===== src/rtl/ddram_ioctl_upload_if.sv =====
// Upload-side ioctl handshake plus DDRAM read port, bundled for ddram_ioctl_upload.
// slave = the upload block; master = the hps_io / DDRAM environment driving it.
interface ddram_ioctl_upload_if;
    logic        ioctl_upload;
    logic        ioctl_rd;
    logic [26:0] ioctl_addr;
    logic [15:0] ioctl_din;
    logic        ioctl_wait;
    logic        cache_inval;
    logic        ddram_rd;
    logic [28:0] ddram_addr;
    logic [3:0]  ddram_burstcnt;
    logic        ddram_busy;
    logic [63:0] ddram_dout;
    logic        ddram_dout_ready;

    modport slave (
        input  ioctl_upload, ioctl_rd, ioctl_addr, cache_inval,
               ddram_busy, ddram_dout, ddram_dout_ready,
        output ioctl_din, ioctl_wait, ddram_rd, ddram_addr, ddram_burstcnt
    );

    modport master (
        output ioctl_upload, ioctl_rd, ioctl_addr, cache_inval,
               ddram_busy, ddram_dout, ddram_dout_ready,
        input  ioctl_din, ioctl_wait, ddram_rd, ddram_addr, ddram_burstcnt
    );
endinterface


===== src/rtl/ddram_ioctl_upload.sv =====
// Serves 16-bit ioctl upload reads from 64-bit DDRAM words through a one-line cache.
// Hit/out-of-range: data next cycle; miss: 1 + busy cycles + DDRAM latency + 1, ddram_busy holds the request.
module ddram_ioctl_upload #(
    parameter logic [28:0] BASE_ADDR    = 29'h0,
    parameter logic [26:0] UPLOAD_BYTES = 27'h10000
) (
    input  logic                    i_clk_sys,
    input  logic                    i_reset,
    ddram_ioctl_upload_if.slave     i_bus
);
    typedef enum logic [1:0] {
        S_IDLE      = 2'd0,
        S_REQ       = 2'd1,
        S_WAIT_DATA = 2'd2,
        S_DRAIN     = 2'd3
    } state_t;

    state_t      r_state;
    logic [63:0] r_line;
    logic        r_valid;
    logic [23:0] r_tag;
    logic [1:0]  r_lane;
    logic [15:0] r_din;
    logic        r_wait;
    logic        r_ddram_rd;
    logic [28:0] r_ddram_addr;
    logic        r_upload_d;
    // Tracks a request the DDRAM still owes us; it must survive reset so a
    // late response is never mistaken for the answer to a new request.
    logic        r_rd_outstanding = 1'b0;

    logic [23:0] w_tag;
    logic [1:0]  w_lane;
    logic        w_inval;
    logic        w_req;
    logic        w_oob;
    logic        w_hit;
    logic        w_accept;
    logic        w_outstanding_nxt;

    function automatic logic [15:0] lane_sel(input logic [63:0] line, input logic [1:0] lane);
        return line[{lane, 4'b0000} +: 16];
    endfunction

    assign w_tag             = i_bus.ioctl_addr[26:3];
    assign w_lane            = i_bus.ioctl_addr[2:1];
    assign w_inval           = i_bus.cache_inval | (r_upload_d & ~i_bus.ioctl_upload);
    assign w_req             = i_bus.ioctl_rd & i_bus.ioctl_upload;
    assign w_oob             = (i_bus.ioctl_addr >= UPLOAD_BYTES);
    assign w_hit             = r_valid & (r_tag == w_tag) & ~i_bus.cache_inval;
    assign w_accept          = r_ddram_rd & ~i_bus.ddram_busy;
    assign w_outstanding_nxt = w_accept | (r_rd_outstanding & ~i_bus.ddram_dout_ready);

    always_ff @(posedge i_clk_sys) begin
        r_rd_outstanding <= w_outstanding_nxt;
    end

    always_ff @(posedge i_clk_sys) begin
        if (i_reset) begin
            r_state      <= w_outstanding_nxt ? S_DRAIN : S_IDLE;
            r_din        <= 16'h0000;
            r_wait       <= 1'b0;
            r_ddram_rd   <= 1'b0;
            r_ddram_addr <= 29'h0;
            r_valid      <= 1'b0;
            r_upload_d   <= 1'b0;
        end else begin
            r_upload_d <= i_bus.ioctl_upload;
            if (w_inval) begin
                r_valid <= 1'b0;
            end

            case (r_state)
                S_IDLE: begin
                    if (r_rd_outstanding) begin
                        r_state <= S_DRAIN;
                    end else if (w_req) begin
                        if (w_oob) begin
                            r_din <= 16'hFFFF;
                        end else if (w_hit) begin
                            r_din <= lane_sel(r_line, w_lane);
                        end else begin
                            r_wait       <= 1'b1;
                            r_tag        <= w_tag;
                            r_lane       <= w_lane;
                            r_ddram_addr <= BASE_ADDR + {5'd0, w_tag};
                            r_ddram_rd   <= 1'b1;
                            r_state      <= S_REQ;
                        end
                    end
                end

                S_REQ: begin
                    if (!i_bus.ddram_busy) begin
                        r_ddram_rd <= 1'b0;
                        r_state    <= S_WAIT_DATA;
                    end
                end

                S_WAIT_DATA: begin
                    // A coincident invalidate still answers the HPS but leaves the line unusable.
                    if (i_bus.ddram_dout_ready) begin
                        r_line  <= i_bus.ddram_dout;
                        r_valid <= ~w_inval;
                        r_din   <= lane_sel(i_bus.ddram_dout, r_lane);
                        r_wait  <= 1'b0;
                        r_state <= S_IDLE;
                    end
                end

                S_DRAIN: begin
                    if (!w_outstanding_nxt) begin
                        r_state <= S_IDLE;
                    end
                end

                default: r_state <= S_IDLE;
            endcase
        end
    end

    assign i_bus.ioctl_din      = r_din;
    assign i_bus.ioctl_wait     = r_wait;
    assign i_bus.ddram_rd       = r_ddram_rd;
    assign i_bus.ddram_addr     = r_ddram_addr;
    assign i_bus.ddram_burstcnt = 4'h1;
endmodule


===== src/flat_wrapper.sv =====
// flat-port wrapper written by rule: the top's interface ports become plain ports
module ddram_ioctl_upload_flat 
#(
    parameter logic [28:0] BASE_ADDR    = 29'h0,
    parameter logic [26:0] UPLOAD_BYTES = 27'h10000
)
  (i_clk_sys, i_reset, i_bus_ioctl_upload, i_bus_ioctl_rd, i_bus_ioctl_addr, i_bus_cache_inval, i_bus_ddram_busy, i_bus_ddram_dout, i_bus_ddram_dout_ready, i_bus_ioctl_din, i_bus_ioctl_wait, i_bus_ddram_rd, i_bus_ddram_addr, i_bus_ddram_burstcnt);
  ddram_ioctl_upload_if i_bus_i ();
  input  logic i_clk_sys;
  input  logic i_reset;
  input wire logic [$bits(i_bus_i.ioctl_upload)-1:0] i_bus_ioctl_upload;
  input wire logic [$bits(i_bus_i.ioctl_rd)-1:0] i_bus_ioctl_rd;
  input wire logic [$bits(i_bus_i.ioctl_addr)-1:0] i_bus_ioctl_addr;
  input wire logic [$bits(i_bus_i.cache_inval)-1:0] i_bus_cache_inval;
  input wire logic [$bits(i_bus_i.ddram_busy)-1:0] i_bus_ddram_busy;
  input wire logic [$bits(i_bus_i.ddram_dout)-1:0] i_bus_ddram_dout;
  input wire logic [$bits(i_bus_i.ddram_dout_ready)-1:0] i_bus_ddram_dout_ready;
  output wire logic [$bits(i_bus_i.ioctl_din)-1:0] i_bus_ioctl_din;
  output wire logic [$bits(i_bus_i.ioctl_wait)-1:0] i_bus_ioctl_wait;
  output wire logic [$bits(i_bus_i.ddram_rd)-1:0] i_bus_ddram_rd;
  output wire logic [$bits(i_bus_i.ddram_addr)-1:0] i_bus_ddram_addr;
  output wire logic [$bits(i_bus_i.ddram_burstcnt)-1:0] i_bus_ddram_burstcnt;
  assign i_bus_i.ioctl_upload = i_bus_ioctl_upload;
  assign i_bus_i.ioctl_rd = i_bus_ioctl_rd;
  assign i_bus_i.ioctl_addr = i_bus_ioctl_addr;
  assign i_bus_i.cache_inval = i_bus_cache_inval;
  assign i_bus_i.ddram_busy = i_bus_ddram_busy;
  assign i_bus_i.ddram_dout = i_bus_ddram_dout;
  assign i_bus_i.ddram_dout_ready = i_bus_ddram_dout_ready;
  assign i_bus_ioctl_din = i_bus_i.ioctl_din;
  assign i_bus_ioctl_wait = i_bus_i.ioctl_wait;
  assign i_bus_ddram_rd = i_bus_i.ddram_rd;
  assign i_bus_ddram_addr = i_bus_i.ddram_addr;
  assign i_bus_ddram_burstcnt = i_bus_i.ddram_burstcnt;
  ddram_ioctl_upload #(.BASE_ADDR(BASE_ADDR), .UPLOAD_BYTES(UPLOAD_BYTES)) u_core (.i_clk_sys(i_clk_sys), .i_reset(i_reset), .i_bus(i_bus_i));
endmodule

===== config.mk =====
export PLATFORM = sky130hd
export DESIGN_NAME = ddram_ioctl_upload_flat
export DESIGN_NICKNAME = d
export VERILOG_FILES = /design/src/rtl/ddram_ioctl_upload_if.sv /design/src/rtl/ddram_ioctl_upload.sv /design/src/flat_wrapper.sv
export SDC_FILE = /design/constraint.sdc
export NUM_CORES = 1
export LEC_CHECK = 0
export CAP_MARGIN = 25
export CELL_PAD_IN_SITES_DETAIL_PLACEMENT = 2
export CELL_PAD_IN_SITES_GLOBAL_PLACEMENT = 2
export CORE_ASPECT_RATIO = 0.7
export CORE_MARGIN = 8
export CORE_UTILIZATION = 33
export CTS_BUF_LIST = sky130_fd_sc_hd__clkbuf_16
export DETAILED_ROUTE_END_ITERATION = 10
export GPL_TIMING_DRIVEN = 0
export PLACE_DENSITY = 0.9
export SETUP_SLACK_MARGIN = 0.3
export SLEW_MARGIN = 0
export SYNTH_ARGS = -nofsm -noshare
export SYNTH_HDL_FRONTEND = slang
export SYNTH_SLANG_ARGS = --single-unit
export TNS_END_PERCENT = 30

===== constraint.sdc =====
create_clock -name i_clk_sys -period 5.81 [get_ports i_clk_sys]
set_clock_uncertainty 0.1 [all_clocks]
set_input_delay 1.162 -clock i_clk_sys [delete_from_list [all_inputs] [get_ports i_clk_sys]]
set_output_delay 1.162 -clock i_clk_sys [all_outputs]
set_load 0.02 [all_outputs]

==> results of run 1 <==
-- area by class of cell --
cell class	instances	area, µm²
Clock inverter	15	126.4
Fill cell	1689	9144
Clock buffer	17	425.4
Timing Repair Buffer	139	1419
Tap cell	231	289.0
Sequential cell	137	3664
Inverter	3	11.26
Multi-Input combinational cell	226	2046
Buffer	37	192.7
-- layer usage --
layer  GRT usage  part of all wire
met5           0                 0
met4     0.05964             0.014
met3     0.04974             0.055
met2      0.2973              0.52
met1      0.2008              0.41
-- cell usage in the layout, fill, tap and decap left out, drive strengths merged, types with 16 or more instances in the layout --
| master | instances |
|---|---|
| buf | 21 |
| clkbuf | 35 |
| clkdlybuf4s50 | 137 |
| dfxtp | 45 |
| edfxtp | 92 |
| mux4 | 32 |
| nand2b | 16 |
| nor2 | 19 |
| nor2b | 18 |
| o21ai | 16 |
| o31ai | 18 |
| o41ai | 16 |
| xnor2 | 24 |
-- power groups by stage --
stage                     Clock, µW  Sequential, µW  Combinational (µW)
after CTS                      1040            1180                 561
final                          1020            1180                 560
after global routing           1080            1180                 592
after detailed placement          0            1200                 555
after floorplan                   0            1230                 237
after global placement            0            1190                 511
-- registers in the layout, indices dropped and copies added, names as in the netlist --
name,cells
u_core.r_tag,24
u_core.r_valid,1
u_core.i_bus.ddram_addr,24
u_core.i_bus.ioctl_wait,1
u_core.r_line,64
u_core.r_rd_outstanding,1
u_core.i_bus.ioctl_din,16
u_core.r_state,2
u_core.r_upload_d,1
u_core.i_bus.ddram_rd,1
u_core.r_lane,2
-- cell families after synthesis --
logic type | count (synthesis) | synth area share
AO/OA/AOI/OAI | 62 | 0.07622
other | 2 | 0.001278
XOR/XNOR | 24 | 0.03577
multiplexers | 46 | 0.1465
flip-flops | 137 | 0.6234
AND/OR/NAND/NOR | 85 | 0.08218
buffers and inverters | 40 | 0.03470
-- stage by stage --
| step | total power, µW | hold WS, ns |
|---|---|---|
| 6_report | 2758 | 0.3609 |
| 5_1_grt | 2848 | 0.3821 |
| 4_1_cts | 2781 | 0.3638 |
| 3_5_place_dp | 1750 | 0.3450 |
| 3_3_place_gp | 1703 | 0.3195 |
| 2_1_floorplan | 1465 | 0.3036 |
-- path summary, 6_finish.rpt --
path,end,depth (start not counted),startpoint,slack (ns)
setup / recovery,u_core.r_tag[7],7,i_bus_ioctl_addr[25],1.52
hold / removal,u_core.i_bus.ddram_addr[13],1,u_core.i_bus.ddram_addr[13],0.36
setup reg to reg,u_core.r_line[7],6,u_core.r_state[1],2.53
hold reg to reg,u_core.i_bus.ddram_addr[13],1,u_core.i_bus.ddram_addr[13],0.36
==> flow_summary.toml, run 1 <==
[run_status]
status = "finished, final reports clean"

[grt]
antenna_found_initial = 0
grt_max_degree = 34
grt_pass1_wl_mm = 28.81
gr-total-overflow = 0
grt_pass1_vias = 4806
track_usage = 0.1715

[critical_path]
cp_cell_sequence = "clkdlybuf4s50_1 -> nor4_1 -> nand3_1 -> a211oi_4 -> buf_6 -> nor2b_2 -> buf_16"
critPathMaxFanout = 18
cp.required_ns = 5.84
cp_data_arrival_time_ns = 4.32
critical-path-top-delay-family = "simple AND/OR/NAND/NOR gates"
cp-end-kind = "flop"
slowest_delay_ns = 0.72
start_kind = "input pin"
critPathSlowestCell = "a211oi_4"
crit_type = "in -> reg"
critical_path_buf_inv_count = 3

[place]
pre_cts_slack_ns = 1.066
gp_congestion = 0.7573
place_inst = 773
dpl-instance-area_mm2 = 0.007621
dp_hpwl_mm = 14.51
port_buffers = 137

[timing]
fin_crit_ns = 4.288
hold_viol_final = 0
fin_ws_ns = 1.522
fmax_mhz = 233.2
tns_ns = 0
worstMarginPinSlew_ns = 0.9389
slew_headroom = 0.3726
rsz0062_at_grt = "no"
setup_viol = 0
fin_crit_sh = 0.7380
final_max_slew_viol_count = 0

[synthesis]
synthCells = 396
syn_area_mm2 = 0.005877
synthArstFlopShare = 0
ys_ff_latch = 137
synth_common_cells = "92 x edfxtp_1, 45 x dfxtp_1, 32 x mux4_2, 24 x xnor2_1, 19 x nor2_1"
syn_area_per_cell_um2 = 14.84
seq_area_frac_synth = 0.6234
synth_edf_count = 92
yosysTopAreaCell = "edfxtp_1"
synth_warnings = 0
yosysMostFrequentCell = "edfxtp_1"
yosys-top-cells-area = "edfxtp_1 47%, dfxtp_1 15%, mux4_2 12%, xnor2_1 3.6%, mux2i_1 2.4%"
synth_top_area_frac = 0.4701
synth_ff_type = "edfxtp_1"
synthDistinctLibCells = 35

[clock_network]
clock_latency_ns = 0.43
ctsLongestPathBuffers = 2
postCtsSetupRepairBufs = 0
clk_pin_slew_worst_paths_ns = 0.06
root_buffer = "clkbuf_16"
cts_hold_buf = 0
htreeDepth = 4
cts-resized-gates = 0
cts_buffers = 17
cts_tree = "done"
cts_sinks = 137

[detailed_routing]
totalWireLength_mm = 19.13
drc_errors = 0
vias = 4124
drt_iter0_markers = 202
wl_per_cell_um = 23.76
drt.antenna.violating_nets = 0
dr.pass1.iters = 4
via_per_inst = 5.123

[run]
drv_cap = 0

[layout]
post-route-util = 0.4720
finalNonFillerCells = 805
finalNetCount = 659
num_antenna_cells = 0
drive_gt1_frac = 0.1533
final_cell_area_mm2 = 0.008173
syn_to_final_growth_pct = 39.07

[die]
ioPinCount = 149
dieHeight_um = 127.7
dieArea_mm2 = 0.02240
die_width_um = 175.5
std_cell_rows = 40
start_util = 0.3394
coreArea_mm2 = 0.01732

[worst_hold_path]
hold_path.class = "reg -> reg"

[power_and_ir_drop]
intPower_uw = 1966
pwr-share-comb = 0.203
worst_ir_drop_vdd_uv = 153.2
swShare = 0.2872
p_leak_uw = 0.002682
seqPwrFrac = 0.426
p_per_area_mw_per_mm2 = 337.5
clkPwrFrac = 0.371
power.switching_uw = 792.3
(Power assumes the default switching activity.)
==> run 2: changes to the inputs <==
==> constraint.sdc (replaced) <==
create_clock -name i_clk_sys -period 4.47 [get_ports i_clk_sys]
set_clock_uncertainty 0.1 [all_clocks]
set_input_delay 0.894 -clock i_clk_sys [delete_from_list [all_inputs] [get_ports i_clk_sys]]
set_output_delay 0.894 -clock i_clk_sys [all_outputs]
set_load 0.02 [all_outputs]
==> flow_summary.toml, run 2 (synthesized netlist as in run 1, its figures left out) <==
[run]
drv_cap = 0

[timing]
hold-worst-slack_ns = 0.3527
hold_viol_final = 0
final_max_slew_viol_count = 0
fin_crit_sh = 0.8250
fin_ws_ns = 0.7825
worstMarginPinSlew_ns = 0.8631
setup_viol = 0
fmax_mhz = 271.2
fin_crit_ns = 3.688
rsz0062_at_grt = "no"
slew_headroom = 0.4246

[die]
dieArea_mm2 = 0.02240
coreArea_mm2 = 0.01732
std_cell_rows = 40
start_util = 0.3394
dieHeight_um = 127.7
die_width_um = 175.5
ioPinCount = 149

[grt]
grt_max_degree = 39
gr-total-overflow = 0
antenna_found_initial = 0
track_usage = 0.1744
grt_pass1_wl_mm = 29.40
grt_pass1_vias = 4806

[critical_path]
reg2reg_from = "u_core.r_state[1]"
cp.required_ns = 4.48
rr_worst_depth = 6
rrSetupSlack_ns = 1.29
cp_cell_sequence = "clkdlybuf4s50_1 -> nor4_1 -> nand3_1 -> a211oi_4 -> buf_6 -> nor2b_2 -> buf_8"
start_kind = "input pin"
cp-end-kind = "flop"
cp_data_arrival_time_ns = 3.70
crit_type = "in -> reg"
slowest_delay_ns = 0.49
reg2reg_to = "u_core.r_line[46]"
critical_path_buf_inv_count = 3
critPathSlowestCell = "nor2b_2"
critPathMaxFanout = 18
critical-path-top-delay-family = "simple AND/OR/NAND/NOR gates"

[layout]
finalNetCount = 661
num_antenna_cells = 0
mostFrequentLayoutCells = "137 x clkdlybuf4s50_1, 92 x edfxtp_1, 45 x dfxtp_1"
seqCellArea_mm2 = 0.003664
largest_reg_flops = 64
finalNonFillerCells = 806
multi_input_area_mm2 = 0.002046
drive_gt1_frac = 0.1513
final_cell_area_mm2 = 0.008158
fill_cells = 1665
layout_commonest_cell = "clkdlybuf4s50_1"
syn_to_final_growth_pct = 38.81
regMostFlops = "u_core.r_line"

[place]
port_buffers = 137
place_inst = 773
gp_congestion = 0.7688
dp_hpwl_mm = 14.63
pre_cts_slack_ns = 0.005186
dpl-instance-area_mm2 = 0.007609

[detailed_routing]
drt_iter0_markers = 261
wl_per_cell_um = 23.71
dr.pass1.iters = 4
drt.antenna.violating_nets = 0
vias = 4036
totalWireLength_mm = 19.11
via_per_inst = 5.007
drc_errors = 0

[clock_network]
clock_latency_ns = 0.42
cts_buffers = 17
cts-resized-gates = 0
cts_sinks = 137
cts_tree = "done"
cts_hold_buf = 0
htreeDepth = 4
root_buffer = "clkbuf_16"
ctsLongestPathBuffers = 2
postCtsSetupRepairBufs = 0
clk_pin_slew_worst_paths_ns = 0.05

[power_and_ir_drop]
worst_ir_drop_vdd_uv = 232.1
p_leak_uw = 0.002679
p_per_area_mw_per_mm2 = 433.2

[worst_hold_path]
min_from = "u_core.r_upload_d"
hold_depth = 1
hold_path.class = "reg -> reg"
worstHoldEndpoint = "u_core.r_valid"

[run_status]
status = "finished, final reports clean"
[run 2: changes by cell type in the layout (fill, tap and decap cells not counted), sizes merged]
| cell | before | now |
|---|---|---|
| buf | 21 | 23 |
| clkinv | 4 | 8 |
| clkinvlp | 5 | 4 |
| inv | 8 | 4 |
[run 2: final cells by class]
class,count,area share
Multi-Input combinational cell,226,0.2508
Inverter,3,0.001380
Tap cell,231,0.03543
Sequential cell,137,0.4491
Clock buffer,17,0.05215
Timing Repair Buffer,141,0.1742
Clock inverter,14,0.01334
Buffer,37,0.02362
[run 2: how the worst max path moves through the flow]
stage                    startpoint               end  slack, ns  cells past startpoint
6_report       i_bus_ioctl_addr[20]  u_core.r_tag[16]       0.78                      7
5_1_grt        i_bus_ioctl_addr[20]  u_core.r_tag[13]       0.63                      7
4_1_cts        i_bus_ioctl_addr[20]  u_core.r_tag[16]       0.44                      7
3_5_place_dp   i_bus_ioctl_addr[23]   u_core.r_tag[9]      0.005                      7
3_3_place_gp   i_bus_ioctl_addr[20]  u_core.r_lane[0]      -0.94                      6
2_1_floorplan  i_bus_ioctl_addr[23]  u_core.r_lane[0]       0.61                      5
[run 2: layer usage]
layer | part of all wire | global-route usage | vias up
met5 | 0 | 0 | -
met4 | 0.016 | 0.06163 | 0
met3 | 0.045 | 0.04179 | 23
met2 | 0.51 | 0.3034 | 112
met1 | 0.42 | 0.2084 | 2061
li1 | - | - | 1840
[run 2: through the flow]
step	util	TNS, ns	total power [µW]
after floorplan	-	0	1902
after global placement	0.4369	-37.34	2212
after detailed placement	0.4394	0	2274
after CTS	0.4702	0	3572
after global routing	0.4711	0	3676
final	0.4711	0	3534
[run 2: power breakdown]
part	leakage [µW]	total (µW)	internal (µW)	switching [µW]
clock	0.000253	1290	752	533
sequential	0.00120	1530	1470	55.8
combinational	0.00123	718	318	400
total	0.00268	3530	2540	989
